--- config.mk ---
export PLATFORM = sky130hd
export DESIGN_NAME = affine_sched_rx
export DESIGN_NICKNAME = d
export VERILOG_FILES = /design/src/rtl/affine_sched_rx.sv
export SDC_FILE = /design/constraint.sdc
export NUM_CORES = 1
export LEC_CHECK = 0
export ABC_AREA = 1
export CAP_MARGIN = 10
export CORE_MARGIN = 1
export CORE_UTILIZATION = 45
export CTS_CLUSTER_SIZE = 28
export DETAILED_ROUTE_END_ITERATION = 8
export PLACE_DENSITY_LB_ADDON = 0.12
export SYNTH_ARGS = -nofsm -noshare
export SYNTH_HDL_FRONTEND = slang
export SYNTH_SLANG_ARGS = --single-unit
--- constraint.sdc ---
create_clock -name clk -period 8 [get_ports clk]
set_input_delay 1.6 -clock clk [delete_from_list [all_inputs] [get_ports clk]]
set_output_delay 1.6 -clock clk [all_outputs]
set_load 0.1 [all_outputs]
--- src/rtl/affine_sched_rx.sv ---
// affine_sched_rx: affine-scheduled receive port that writes producer data into a buffer at scheduled cycles
module affine_sched_rx (
  input  logic             clk,
  input  logic             rst,
  input  logic             clk_en,
  input  logic [1:0]       dimensionality,
  input  logic [1:0][15:0] ranges,
  input  logic [15:0]      time_start,
  input  logic [1:0][15:0] time_strides,
  input  logic [15:0]      addr_start,
  input  logic [1:0][15:0] addr_strides,
  input  logic             valid_in,
  input  logic [15:0]      data_in,
  output logic             wen,
  output logic [15:0]      waddr,
  output logic [15:0]      wdata,
  output logic             done,
  output logic             err_unsched,
  output logic             err_missed,
  output logic [15:0]      iter_count
);
  logic [15:0] cycle_time, i_in, i_out, exp_time, exp_addr, base_time, base_addr;
  logic [15:0] last_in, last_out;
  logic        dim2, slot;
  assign dim2     = dimensionality >= 2'd2;
  assign last_in  = (ranges[0] == 16'd0) ? 16'd0 : ranges[0] - 16'd1;
  assign last_out = (ranges[1] == 16'd0) ? 16'd0 : ranges[1] - 16'd1;
  assign slot     = clk_en && !done && (cycle_time == exp_time);
  // exp_* walk the inner stride; base_* hold the start of the current outer row
  always_ff @(posedge clk) begin
    if (rst) begin
      cycle_time  <= '0;
      i_in        <= '0;
      i_out       <= '0;
      exp_time    <= time_start;
      exp_addr    <= addr_start;
      base_time   <= time_start;
      base_addr   <= addr_start;
      wen         <= 1'b0;
      waddr       <= '0;
      wdata       <= '0;
      done        <= 1'b0;
      err_unsched <= 1'b0;
      err_missed  <= 1'b0;
      iter_count  <= '0;
    end else begin
      wen <= slot && valid_in;
      if (slot && valid_in) begin
        waddr <= exp_addr;
        wdata <= data_in;
      end
      if (clk_en) begin
        cycle_time <= cycle_time + 16'd1;
        if (valid_in && !slot) err_unsched <= 1'b1;
      end
      if (slot) begin
        iter_count <= iter_count + 16'd1;
        if (!valid_in) err_missed <= 1'b1;
        if (i_in < last_in) begin
          i_in     <= i_in + 16'd1;
          exp_time <= exp_time + time_strides[0];
          exp_addr <= exp_addr + addr_strides[0];
        end else if (dim2 && i_out < last_out) begin
          i_in      <= '0;
          i_out     <= i_out + 16'd1;
          base_time <= base_time + time_strides[1];
          base_addr <= base_addr + addr_strides[1];
          exp_time  <= base_time + time_strides[1];
          exp_addr  <= base_addr + addr_strides[1];
        end else begin
          done <= 1'b1;
        end
      end
    end
  end
endmodule

==> flow_summary.rst, run 1 <==
.. list-table::
   :header-rows: 1

   * - Metric
     - Value
   * - Status
     - finished clean
   * - Sink count of the clock tree
     - roughly 160
   * - Top cell type by total area after synthesis
     - sky130_fd_sc_hd__dfxtp_1
   * - PnR Total Power
     - between 2 and 2.5 mW
   * - Row count
     - 59
   * - Worst Hold Class
     - flop to flop
   * - Minimum setup slack in the final design
     - around 2400 ps
   * - Critical register-to-register path startpoint
     - exp_time[15]$_DFFE_PP_
   * - CP Cell Sequence
     - clkdlybuf4s50_1 > inv_1 > ha_1 > nand2_1 > inv_1 > nand2_1 > nor2_1 > nand2_1 > o21ai_0 > nand3_1 > ha_1 > nand2_1 > nor4_1 > nand2_4 > nand2_8 > nand2_1 > o21ai_4 > buf_4
   * - Warnings, synthesis
     - 0
   * - Average routed wire per standard cell
     - 15.0 um
   * - Unique cell type count in the Yosys netlist
     - 57
   * - Placeable core region
     - about 26000 um^2
   * - Overall global routing resource usage
     - about a quarter
   * - Number of enable flip-flop cells after synthesis
     - 64
   * - Area share of the largest cell type after synthesis
     - around 17%
   * - Gpl congestion
     - ~0.90
   * - Most frequent cell after synthesis
     - sky130_fd_sc_hd__nand2_1
   * - Final period utilization
     - 70.5%
   * - Crit Path Max Fanout
     - 29
   * - Post-detailed-placement cell area
     - between 10000 and 15000 um^2
   * - Synthesized area divided by synthesized cell count
     - 7.28 um^2
   * - Req. time, crit path
     - slightly above 8000 ps
   * - Worst Hold Slack
     - 483 ps
   * - Post-detailed-route count of antenna-violating nets
     - 0
   * - Share of final-layout standard cells stronger than drive strength 1
     - around 4.8%
   * - Worst Path Arrival
     - 5780 ps
   * - CTS tree
     - done
   * - Worst stage delay on the critical path
     - about 900 ps
   * - Clk Latency, worst-skew pair
     - about 430 ps
   * - Setup slack at placement
     - 1890 ps
   * - Finish-stage setup viols
     - 0
   * - Effective utilization at floorplan
     - a little under half
   * - Setup TNS
     - 0 ps
   * - Initial antenna violation count
     - 3
   * - Sum of routed wire length over all layers
     - between 30000 and 40000 um
   * - Top-Level Pins
     - around 200
   * - Count of pins over their slew limit
     - 0
   * - Via density per instance
     - 5.26
   * - Via count of the first global-routing pass
     - around 11000
   * - Transition time at the pin with the least slew margin
     - about 1100 ps
   * - Die area
     - about 27000 um^2
   * - Total number of H-tree levels
     - 4
   * - Post-CTS repair timing setup buffer count
     - 0
   * - Area of the mapped netlist
     - 12000 um^2
   * - Clk Tree Root Cell
     - sky130_fd_sc_hd__clkbuf_16
   * - Setup Crit Path Kind
     - primary input to flop
   * - Slowest cell on crit path
     - sky130_fd_sc_hd__o21ai_4
   * - Element type at the critical path start
     - primary input
   * - Worst setup startpoint
     - ranges[0]
   * - Count of cells resized by post-cts repair
     - 0
   * - Total of flip-flops plus latches after synthesis
     - roughly 160
   * - Clock input transition at the sequential cells of the worst setup and hold paths
     - around 70 ps
   * - # hold bufs at CTS
     - 0
   * - Leading cell types by count after synthesis
     - 355 x sky130_fd_sc_hd__nand2_1, 183 x sky130_fd_sc_hd__nor2_1, 162 x sky130_fd_sc_hd__inv_1, 112 x sky130_fd_sc_hd__o21ai_0, 109 x sky130_fd_sc_hd__a21oi_1
   * - Total gr overflow
     - 0
   * - Syn_nets
     - roughly 1900
   * - Cell family contributing the most delay on the critical path
     - simple AND/OR/NAND/NOR gates
   * - Final core occ
     - a little under three fifths
   * - Max_cap viols
     - 0
   * - Die X-Extent
     - between 150 and 200 um
   * - Number of CTS-inserted buffers
     - 17
   * - Maximum buffer depth of the clock tree
     - 2
   * - Maximum number of pins on one net before global-route repair
     - 73
   * - Worst rel slew slack
     - between 20% and 30%
   * - Count of buffer and inverter cells on the critical path
     - 4
   * - Post-detail-place hpwl
     - 25000 um
   * - Most common cell on crit path
     - sky130_fd_sc_hd__nand2_1
   * - Maximum VDD drop
     - between 0.1 and 0.15 mV
   * - Hold violation count in the final report
     - 0
   * - Routed via count
     - around 11000
   * - Placed insts
     - 2144
   * - Cell types with the largest area share after synthesis
     - sky130_fd_sc_hd__dfxtp_1 17%, sky130_fd_sc_hd__edfxtp_1 16%, sky130_fd_sc_hd__nand2_1 11%
   * - Post-layout minimum cycle time
     - between 5000 and 6000 ps
   * - Portion of the post-synthesis area used by sequential elements
     - ~33%
   * - Number of inserted filler cells in the final layout
     - roughly 2500
   * - Setup skew after layout
     - ~9.1 ps
   * - Leading register cell type out of synthesis
     - sky130_fd_sc_hd__dfxtp_1
   * - Highest clock frequency the design can meet
     - ~180 MHz
   * - Height of the die
     - roughly 170 um
   * - Net count of the finished layout
     - between 2000 and 2500
   * - Endpoint kind of the worst setup timing path
     - flop
   * - Wire length of the first global-routing pass
     - 52700 um
   * - Input/output buffers
     - 200
   * - Power density over the cells
     - roughly 160 nW/um^2
   * - Number of non-filler instances in the completed layout
     - around 2200
   * - Setup repair after global routing missed its margin
     - no
   * - Async SR Flop Fraction
     - 0%
   * - Static leakage
     - 6.32 nW
   * - DRT iter0 DRCs
     - around 730
   * - Final routed DRC violation total
     - 0
   * - Layout area overhead
     - 23.8%
   * - Number of iterations in the first detailed-routing pass
     - 6
   * - Final design area excluding fillers
     - ~15000 um^2
   * - Post-Syn Instances
     - ~1600
   * - Origin of the worst min-delay path
     - err_unsched$_SDFFE_PP0P_
-- power by group --
part | total (mW) | leakage [nW] | internal (mW) | switching [mW]
clock network | 0.813 | 0.289 | 0.435 | 0.378
registers | 0.958 | 1.44 | 0.931 | 0.0272
logic | 0.630 | 4.59 | 0.267 | 0.364
total | 2.40 | 6.32 | 1.63 | 0.769
-- cells by family (layout without fill, tap and decap cells) --
group	Yosys count	count (layout)	synth area share, %
flip-flops	164	164	32.8
buffers and inverters	209	407	7.07
AND/OR/NAND/NOR	771	771	28.3
AO/OA/AOI/OAI	310	310	14.5
adder cells (fa/ha/maj)	102	102	10.9
XOR/XNOR	87	87	6.37
other	0	2	0
-- tightest hold or removal path, stage by stage, from the launching register on --
cell	delay, ps
sky130_fd_sc_hd__dfxtp_1	330
sky130_fd_sc_hd__a31oi_1	40
sky130_fd_sc_hd__nor2_1	80
-- routing by layer --
layer  GRT usage [%]  part of all wire (%)  wire length [um]  vias to the layer above
met5               0                 0.052                17                        -
met4            6.42                   1.5               501                        2
met3            3.77                   4.1              1350                       31
met2            41.5                    46             15200                      229
met1            32.1                    48             15600                     5256
li1                -                     -                 -                     5937
-- state kept, by name, indices dropped and copies added (netlist names), 16 cells and up --
signal,flops
base_time,16
i_in,16
waddr,16
exp_time,16
i_out,16
cycle_time,16
exp_addr,16
base_addr,16
iter_count,16
wdata,16
-- area by class of cell --
class	count	area [um^2]	share of cell area (%)
multi-input combinational	1270	7200	48.6
sequential	164	3920	26.5
timing repair buffer	206	2040	13.8
inverter	169	637	4.30
clock buffer	19	464	3.14
tap	335	419	2.83
clock inverter	13	109	0.736
antenna	2	5.00	0.0338
-- path summary, 6_finish.rpt --
check,to,slack (ps),cells past startpoint
setup reg to reg,base_time[9]$_DFFE_PP_,4740,10
hold reg to reg,err_unsched$_SDFFE_PP0P_,480,2
setup / recovery,base_time[9]$_DFFE_PP_,2360,18
hold / removal,err_unsched$_SDFFE_PP0P_,480,2
-- placed cells by master (no fill, tap or decap), drive strengths merged, types with 15 or more instances in the layout --
| cell | n |
|---|---|
| nand2 | 364 |
| clkdlybuf4s50 | 199 |
| nor2 | 191 |
| inv | 177 |
| o21ai | 135 |
| a21oi | 110 |
| dfxtp | 100 |
| ha | 98 |
| nand3 | 92 |
| edfxtp | 64 |
| xor2 | 57 |
| nand4 | 45 |
| nor3 | 39 |
| xnor2 | 30 |
| clkbuf | 19 |
| or2 | 17 |
| o211ai | 15 |
Power figures use the tool's default switching activity.
==> run 2: changes to the inputs <==
Clock period 8 ns to 4.7 ns, I/O delays scaled along.
==> flow_summary.rst, run 2 (synthesis gave the netlist of run 1 again) <==
.. list-table::
   :header-rows: 1

   * - Metric
     - Value
   * - Number of inserted filler cells in the final layout
     - approximately 2500
   * - Worst Path Arrival
     - 4180 ps
   * - Status
     - finished clean
   * - Origin of the worst min-delay path
     - err_unsched$_SDFFE_PP0P_
   * - Worst Hold Class
     - flop to flop
   * - Via density per instance
     - 5.26
   * - Height of the die
     - ~170 um
   * - DRT iter0 DRCs
     - just under 800
   * - Top-Level Pins
     - 202
   * - Effective utilization at floorplan
     - a little under half
   * - Power density over the cells
     - roughly 270 nW/um^2
   * - Via count of the first global-routing pass
     - approximately 11000
   * - Setup slack at placement
     - roughly 160 ps
   * - Maximum buffer depth of the clock tree
     - 2
   * - Post-detailed-route count of antenna-violating nets
     - 0
   * - Die area
     - approximately 27000 um^2
   * - Total gr overflow
     - 0
   * - Req. time, crit path
     - between 4000 and 5000 ps
   * - Worst rel slew slack
     - about a third
   * - Element type at the critical path start
     - primary input
   * - Final period utilization
     - 86.8%
   * - Net count of the finished layout
     - approximately 2100
   * - Hold Path Depth
     - 2
   * - Setup skew after layout
     - roughly 12 ps
   * - Clk Latency, worst-skew pair
     - between 400 and 500 ps
   * - Transition time at the pin with the least slew margin
     - about 1000 ps
   * - Total number of H-tree levels
     - 4
   * - Post-CTS repair timing setup buffer count
     - 0
   * - Sum of routed wire length over all layers
     - approximately 33000 um
   * - Gpl congestion
     - 0.907
   * - Placeable core region
     - about 26000 um^2
   * - Count of cells resized by post-cts repair
     - 0
   * - Final routed DRC violation total
     - 0
   * - # hold bufs at CTS
     - 0
   * - Post-detail-place hpwl
     - about 26000 um
   * - Most frequent standard cell in the layout excluding fill and tap cells
     - sky130_fd_sc_hd__nand2_1
   * - Average routed wire per standard cell
     - 15.0 um
   * - Top library cells by usage in the layout, fill and taps aside
     - 355 x sky130_fd_sc_hd__nand2_1, 199 x sky130_fd_sc_hd__clkdlybuf4s50_1, 183 x sky130_fd_sc_hd__nor2_1
   * - Setup TNS
     - 0 ps
   * - Number of CTS-inserted buffers
     - 17
   * - Post-layout minimum cycle time
     - 4080 ps
   * - Worst setup startpoint
     - ranges[18]
   * - Highest clock frequency the design can meet
     - between 200 and 250 MHz
   * - Share of final-layout standard cells stronger than drive strength 1
     - 5.50%
   * - Worst Hold Slack
     - ~480 ps
   * - Initial antenna violation count
     - 7
   * - Static leakage
     - roughly 6.4 nW
   * - Setup repair after global routing missed its margin
     - no
   * - Post-detailed-placement cell area
     - roughly 14000 um^2
   * - CTS tree
     - done
   * - Row count
     - 59
   * - Crit Path Max Fanout
     - 19
   * - Clk Tree Root Cell
     - sky130_fd_sc_hd__clkbuf_16
   * - Reg2Reg Depth
     - 9
   * - Final design area excluding fillers
     - ~15000 um^2
   * - Maximum VDD drop
     - 0.233 mV
   * - Sink count of the clock tree
     - 164
   * - Number of iterations in the first detailed-routing pass
     - 5
   * - Die X-Extent
     - ~170 um
   * - Finish-stage setup viols
     - 0
   * - Max_cap viols
     - 0
   * - Maximum number of pins on one net before global-route repair
     - 88
   * - Hold violation count in the final report
     - 0
   * - Minimum setup slack in the final design
     - between 600 and 700 ps
   * - Endpoint kind of the worst setup timing path
     - flop
   * - Input/output buffers
     - 200
   * - Routed via count
     - around 12000
   * - Wire length of the first global-routing pass
     - 52600 um
   * - Overall global routing resource usage
     - roughly a quarter
   * - Layout area overhead
     - 24.8%
   * - Count of pins over their slew limit
     - 0
   * - Clock input transition at the sequential cells of the worst setup and hold paths
     - about 70 ps
   * - Setup Crit Path Kind
     - primary input to flop
   * - Critical register-to-register path startpoint
     - exp_time[12]$_DFFE_PP_
[run 2: cell count changes in the layout (fill, tap and decap cells not counted), sizes merged]
cell	before	now
buf	7	20
diode	2	6
inv	177	176
clkinvlp	0	1
[run 2: final timing paths]
| path | endpoint | slack [ps] |
|---|---|---|
| max | exp_time[12]$_DFFE_PP_ | 620 |
| min | err_unsched$_SDFFE_PP0P_ | 480 |
| max reg2reg | done$_SDFFE_PP0P_ | 1980 |
| min reg2reg | err_unsched$_SDFFE_PP0P_ | 480 |
[run 2: final cells by class]
class | instances | area, um^2 | area share, %
diodes | 6 | 15.0 | 0.101
clock buffers | 19 | 464 | 3.11
clock inverters | 13 | 109 | 0.730
inverters | 169 | 637 | 4.27
multi-input cells | 1270 | 7200 | 48.3
flip-flops and latches | 164 | 3920 | 26.3
well taps | 335 | 419 | 2.81
repair buffers | 219 | 2150 | 14.4
[run 2: critical path, stage by stage]
cell	delay, ps
sky130_fd_sc_hd__clkdlybuf4s50_1	480
sky130_fd_sc_hd__nor2_1	120
sky130_fd_sc_hd__nand2_1	90
sky130_fd_sc_hd__nor3_1	240
sky130_fd_sc_hd__nand2_1	80
sky130_fd_sc_hd__inv_1	130
sky130_fd_sc_hd__nand2_1	100
sky130_fd_sc_hd__nor2_1	150
sky130_fd_sc_hd__xor2_1	160
sky130_fd_sc_hd__nand2_1	70
sky130_fd_sc_hd__ha_1	290
sky130_fd_sc_hd__a21oi_1	120
sky130_fd_sc_hd__o21ai_0	110
sky130_fd_sc_hd__nand3_1	80
sky130_fd_sc_hd__nand2_1	60
sky130_fd_sc_hd__nand3_1	60
sky130_fd_sc_hd__nand2_1	90
sky130_fd_sc_hd__inv_1	60
sky130_fd_sc_hd__nand2_1	150
sky130_fd_sc_hd__nand2_2	160
sky130_fd_sc_hd__nand2_2	70
sky130_fd_sc_hd__nand2_2	60
sky130_fd_sc_hd__buf_4	300
[run 2: routing by layer]
metal  vias up  global-route usage, %  wire length, um
met5         -                      0               17
met3        36                   3.16             1390
li1       5977                      -                -
met1      5266                   32.6            15600
met4         2                   7.38              653
met2       256                   41.0            15300
[run 2: report_power, final]
part | leakage, nW | internal, mW | switching, mW | total, mW
combinational | 4.66 | 0.458 | 0.619 | 1.08
clock | 0.283 | 0.739 | 0.643 | 1.38
sequential | 1.44 | 1.58 | 0.0484 | 1.63
[run 2: per-stage QoR]
stage	total power, mW	cells	util (%)
after global placement	2.71	2157	55.0
after detailed placement	2.73	2157	55.0
after floorplan	2.38	1643	-
after global routing	4.32	2195	57.2
after CTS	4.12	2189	57.2
final	4.09	2195	57.2
==> run 3: changes to the inputs <==
Settings changed: CAP_MARGIN 10 to 25, SETUP_SLACK_MARGIN set to 0.4.
==> flow_summary.rst, run 3 (synthesis gave the netlist of run 1 again) <==
.. list-table::
   :header-rows: 1

   * - Metric
     - Value
   * - Worst rel slew slack
     - about a third
   * - Initial antenna violation count
     - 1
   * - Clk Latency, worst-skew pair
     - approximately 440 ps
   * - Via density per instance
     - between 5 and 6
   * - Height of the die
     - 165 um
   * - Most common cell on crit path
     - sky130_fd_sc_hd__nand2_1
   * - Post-detailed-placement cell area
     - about 14000 um^2
   * - Overall global routing resource usage
     - about a quarter
   * - Highest clock frequency the design can meet
     - between 200 and 250 MHz
   * - Post-detail-place hpwl
     - ~25000 um
   * - Count of pins over their slew limit
     - 0
   * - Die area
     - about 27000 um^2
   * - Total number of H-tree levels
     - 4
   * - Worst Path Arrival
     - about 4200 ps
   * - Status
     - finished clean
   * - Setup repair after global routing missed its margin
     - yes
   * - CP Cell Sequence
     - clkdlybuf4s50_1 > inv_1 > ha_1 > nand2_1 > inv_1 > nand2_1 > nor2_2 > or2_2 > nand3_1 > ha_1 > nand2_1 > o21ai_0 > a31oi_1 > o21a_1 > nand2_8 > nand2_1 > inv_1 > nand2_1 > nand3_1
   * - Post-detailed-route count of antenna-violating nets
     - 0
   * - Sink count of the clock tree
     - between 150 and 200
   * - Static leakage
     - ~6.4 nW
   * - Maximum number of pins on one net before global-route repair
     - between 50 and 60
   * - DRT iter0 DRCs
     - 804
   * - Total gr overflow
     - 0
   * - Final period utilization
     - a little under nine tenths
   * - Power density over the cells
     - 277 nW/um^2
   * - PnR Total Power
     - between 4 and 5 mW
   * - Average routed wire per standard cell
     - around 15 um
   * - Clk Tree Root Cell
     - sky130_fd_sc_hd__clkbuf_16
   * - Cell family contributing the most delay on the critical path
     - simple AND/OR/NAND/NOR gates
   * - Number of CTS-inserted buffers
     - 17
   * - Finish-stage setup viols
     - 0
   * - Crit Path Max Fanout
     - 15
   * - Effective utilization at floorplan
     - between 40% and 50%
   * - Routed via count
     - 11500
   * - # hold bufs at CTS
     - 0
   * - Transition time at the pin with the least slew margin
     - 996 ps
   * - Post-layout minimum cycle time
     - slightly above 4000 ps
   * - Worst Hold Class
     - flop to flop
   * - Layout area overhead
     - 25.3%
   * - CTS tree
     - done
   * - Maximum buffer depth of the clock tree
     - 2
   * - Sum of routed wire length over all layers
     - 32500 um
   * - Setup Crit Path Kind
     - primary input to flop
   * - Clock input transition at the sequential cells of the worst setup and hold paths
     - roughly 70 ps
   * - Final routed DRC violation total
     - 0
   * - Share of final-layout standard cells stronger than drive strength 1
     - approximately 5.7%
   * - Top library cells by usage in the layout, fill and taps aside
     - 355 x sky130_fd_sc_hd__nand2_1, 199 x sky130_fd_sc_hd__clkdlybuf4s50_1, 182 x sky130_fd_sc_hd__nor2_1
   * - Placeable core region
     - between 20000 and 30000 um^2
   * - Top-Level Pins
     - 202
   * - Number of inserted filler cells in the final layout
     - 2465
   * - Setup skew after layout
     - about 16 ps
   * - Final design area excluding fillers
     - around 15000 um^2
   * - Maximum VDD drop
     - between 0.2 and 0.3 mV
   * - Hold violation count in the final report
     - 0
   * - Net count of the finished layout
     - approximately 2100
   * - Die X-Extent
     - 165 um
   * - Worst stage delay on the critical path
     - about 530 ps
   * - Number of iterations in the first detailed-routing pass
     - 5
   * - Count of buffer and inverter cells on the critical path
     - 4
   * - Max_cap viols
     - 0
   * - Wire length of the first global-routing pass
     - 51800 um
   * - Setup TNS
     - 0 ps
   * - Row count
     - 59
   * - Gpl congestion
     - 0.917
   * - Endpoint kind of the worst setup timing path
     - flop
   * - Most frequent standard cell in the layout excluding fill and tap cells
     - sky130_fd_sc_hd__nand2_1
   * - Req. time, crit path
     - around 4900 ps
   * - Slowest cell on crit path
     - sky130_fd_sc_hd__clkdlybuf4s50_1
   * - Input/output buffers
     - 200
   * - Element type at the critical path start
     - primary input
   * - Via count of the first global-routing pass
     - approximately 11000
[run 3: cell count changes in the layout (fill, tap and decap cells not counted), moves of 2 or more]
cell | previous run | this run
sky130_fd_sc_hd__diode_2 | 6 | 2
sky130_fd_sc_hd__inv_6 | 6 | 3
sky130_fd_sc_hd__inv_4 | 2 | 4
sky130_fd_sc_hd__bufinv_16 | 0 | 2
[run 3: cell type report]
type	count	area (um^2)	share of cell area [%]
multi-input combinational	1270	7210	48.1
sequential	164	3920	26.2
timing repair buffer	220	2180	14.6
inverter	169	639	4.27
clock buffer	19	455	3.04
tap	335	419	2.80
clock inverter	13	145	0.969
antenna	2	5.00	0.0334
[run 3: final timing paths]
path | startpoint | slack (ps) | endpoint | depth (start not counted)
hold reg to reg | err_unsched$_SDFFE_PP0P_ | 480 | err_unsched$_SDFFE_PP0P_ | 2
setup / recovery | ranges[0] | 650 | exp_time[13]$_DFFE_PP_ | 19
hold / removal | err_unsched$_SDFFE_PP0P_ | 480 | err_unsched$_SDFFE_PP0P_ | 2
setup reg to reg | base_addr[0]$_DFFE_PP_ | 2080 | exp_addr[12]$_DFFE_PP_ | 19
[run 3: power by group]
group,total (mW),internal (mW),leakage (nW),switching [mW]
Clock,1.44,0.824,0.293,0.620
Sequential,1.63,1.58,1.44,0.0470
Combinational,1.08,0.460,4.67,0.621
[run 3: tightest hold or removal path: cells and delay by family (launching register included)]
| family | cells | cell delay [ps] |
|---|---|---|
| AO/OA/AOI/OAI | 1 | 40 |
| flip-flops | 1 | 330 |
| AND/OR/NAND/NOR | 1 | 70 |
[run 3: through the flow]
step                utilization (%)  worst slack (ps)  instances  hold slack (ps)
floorplan                         -               663       1643              469
global placement               55.0              23.3       2156              457
detailed placement             55.0             -57.7       2156              469
CTS                            57.3               400       2188              485
global route                   57.5               381       2191              497
finish                         57.5               652       2192              477
[run 3: repair_timing]
item / CTS / global route
gates resized for setup: 0 / 8
buffers inserted: 0 / 2
hold endpoints to repair: 0 / 0
endpoints found under the setup margin: 0 / 118
[run 3: layer usage]
| layer | vias to the layer above | wire [um] | track usage, % |
|---|---|---|---|
| met5 | - | 0 | 0 |
| met4 | 0 | 514 | 6.67 |
| met3 | 33 | 1610 | 3.04 |
| met2 | 267 | 15000 | 40.2 |
| met1 | 5259 | 15400 | 32.4 |
| li1 | 5974 | - | - |
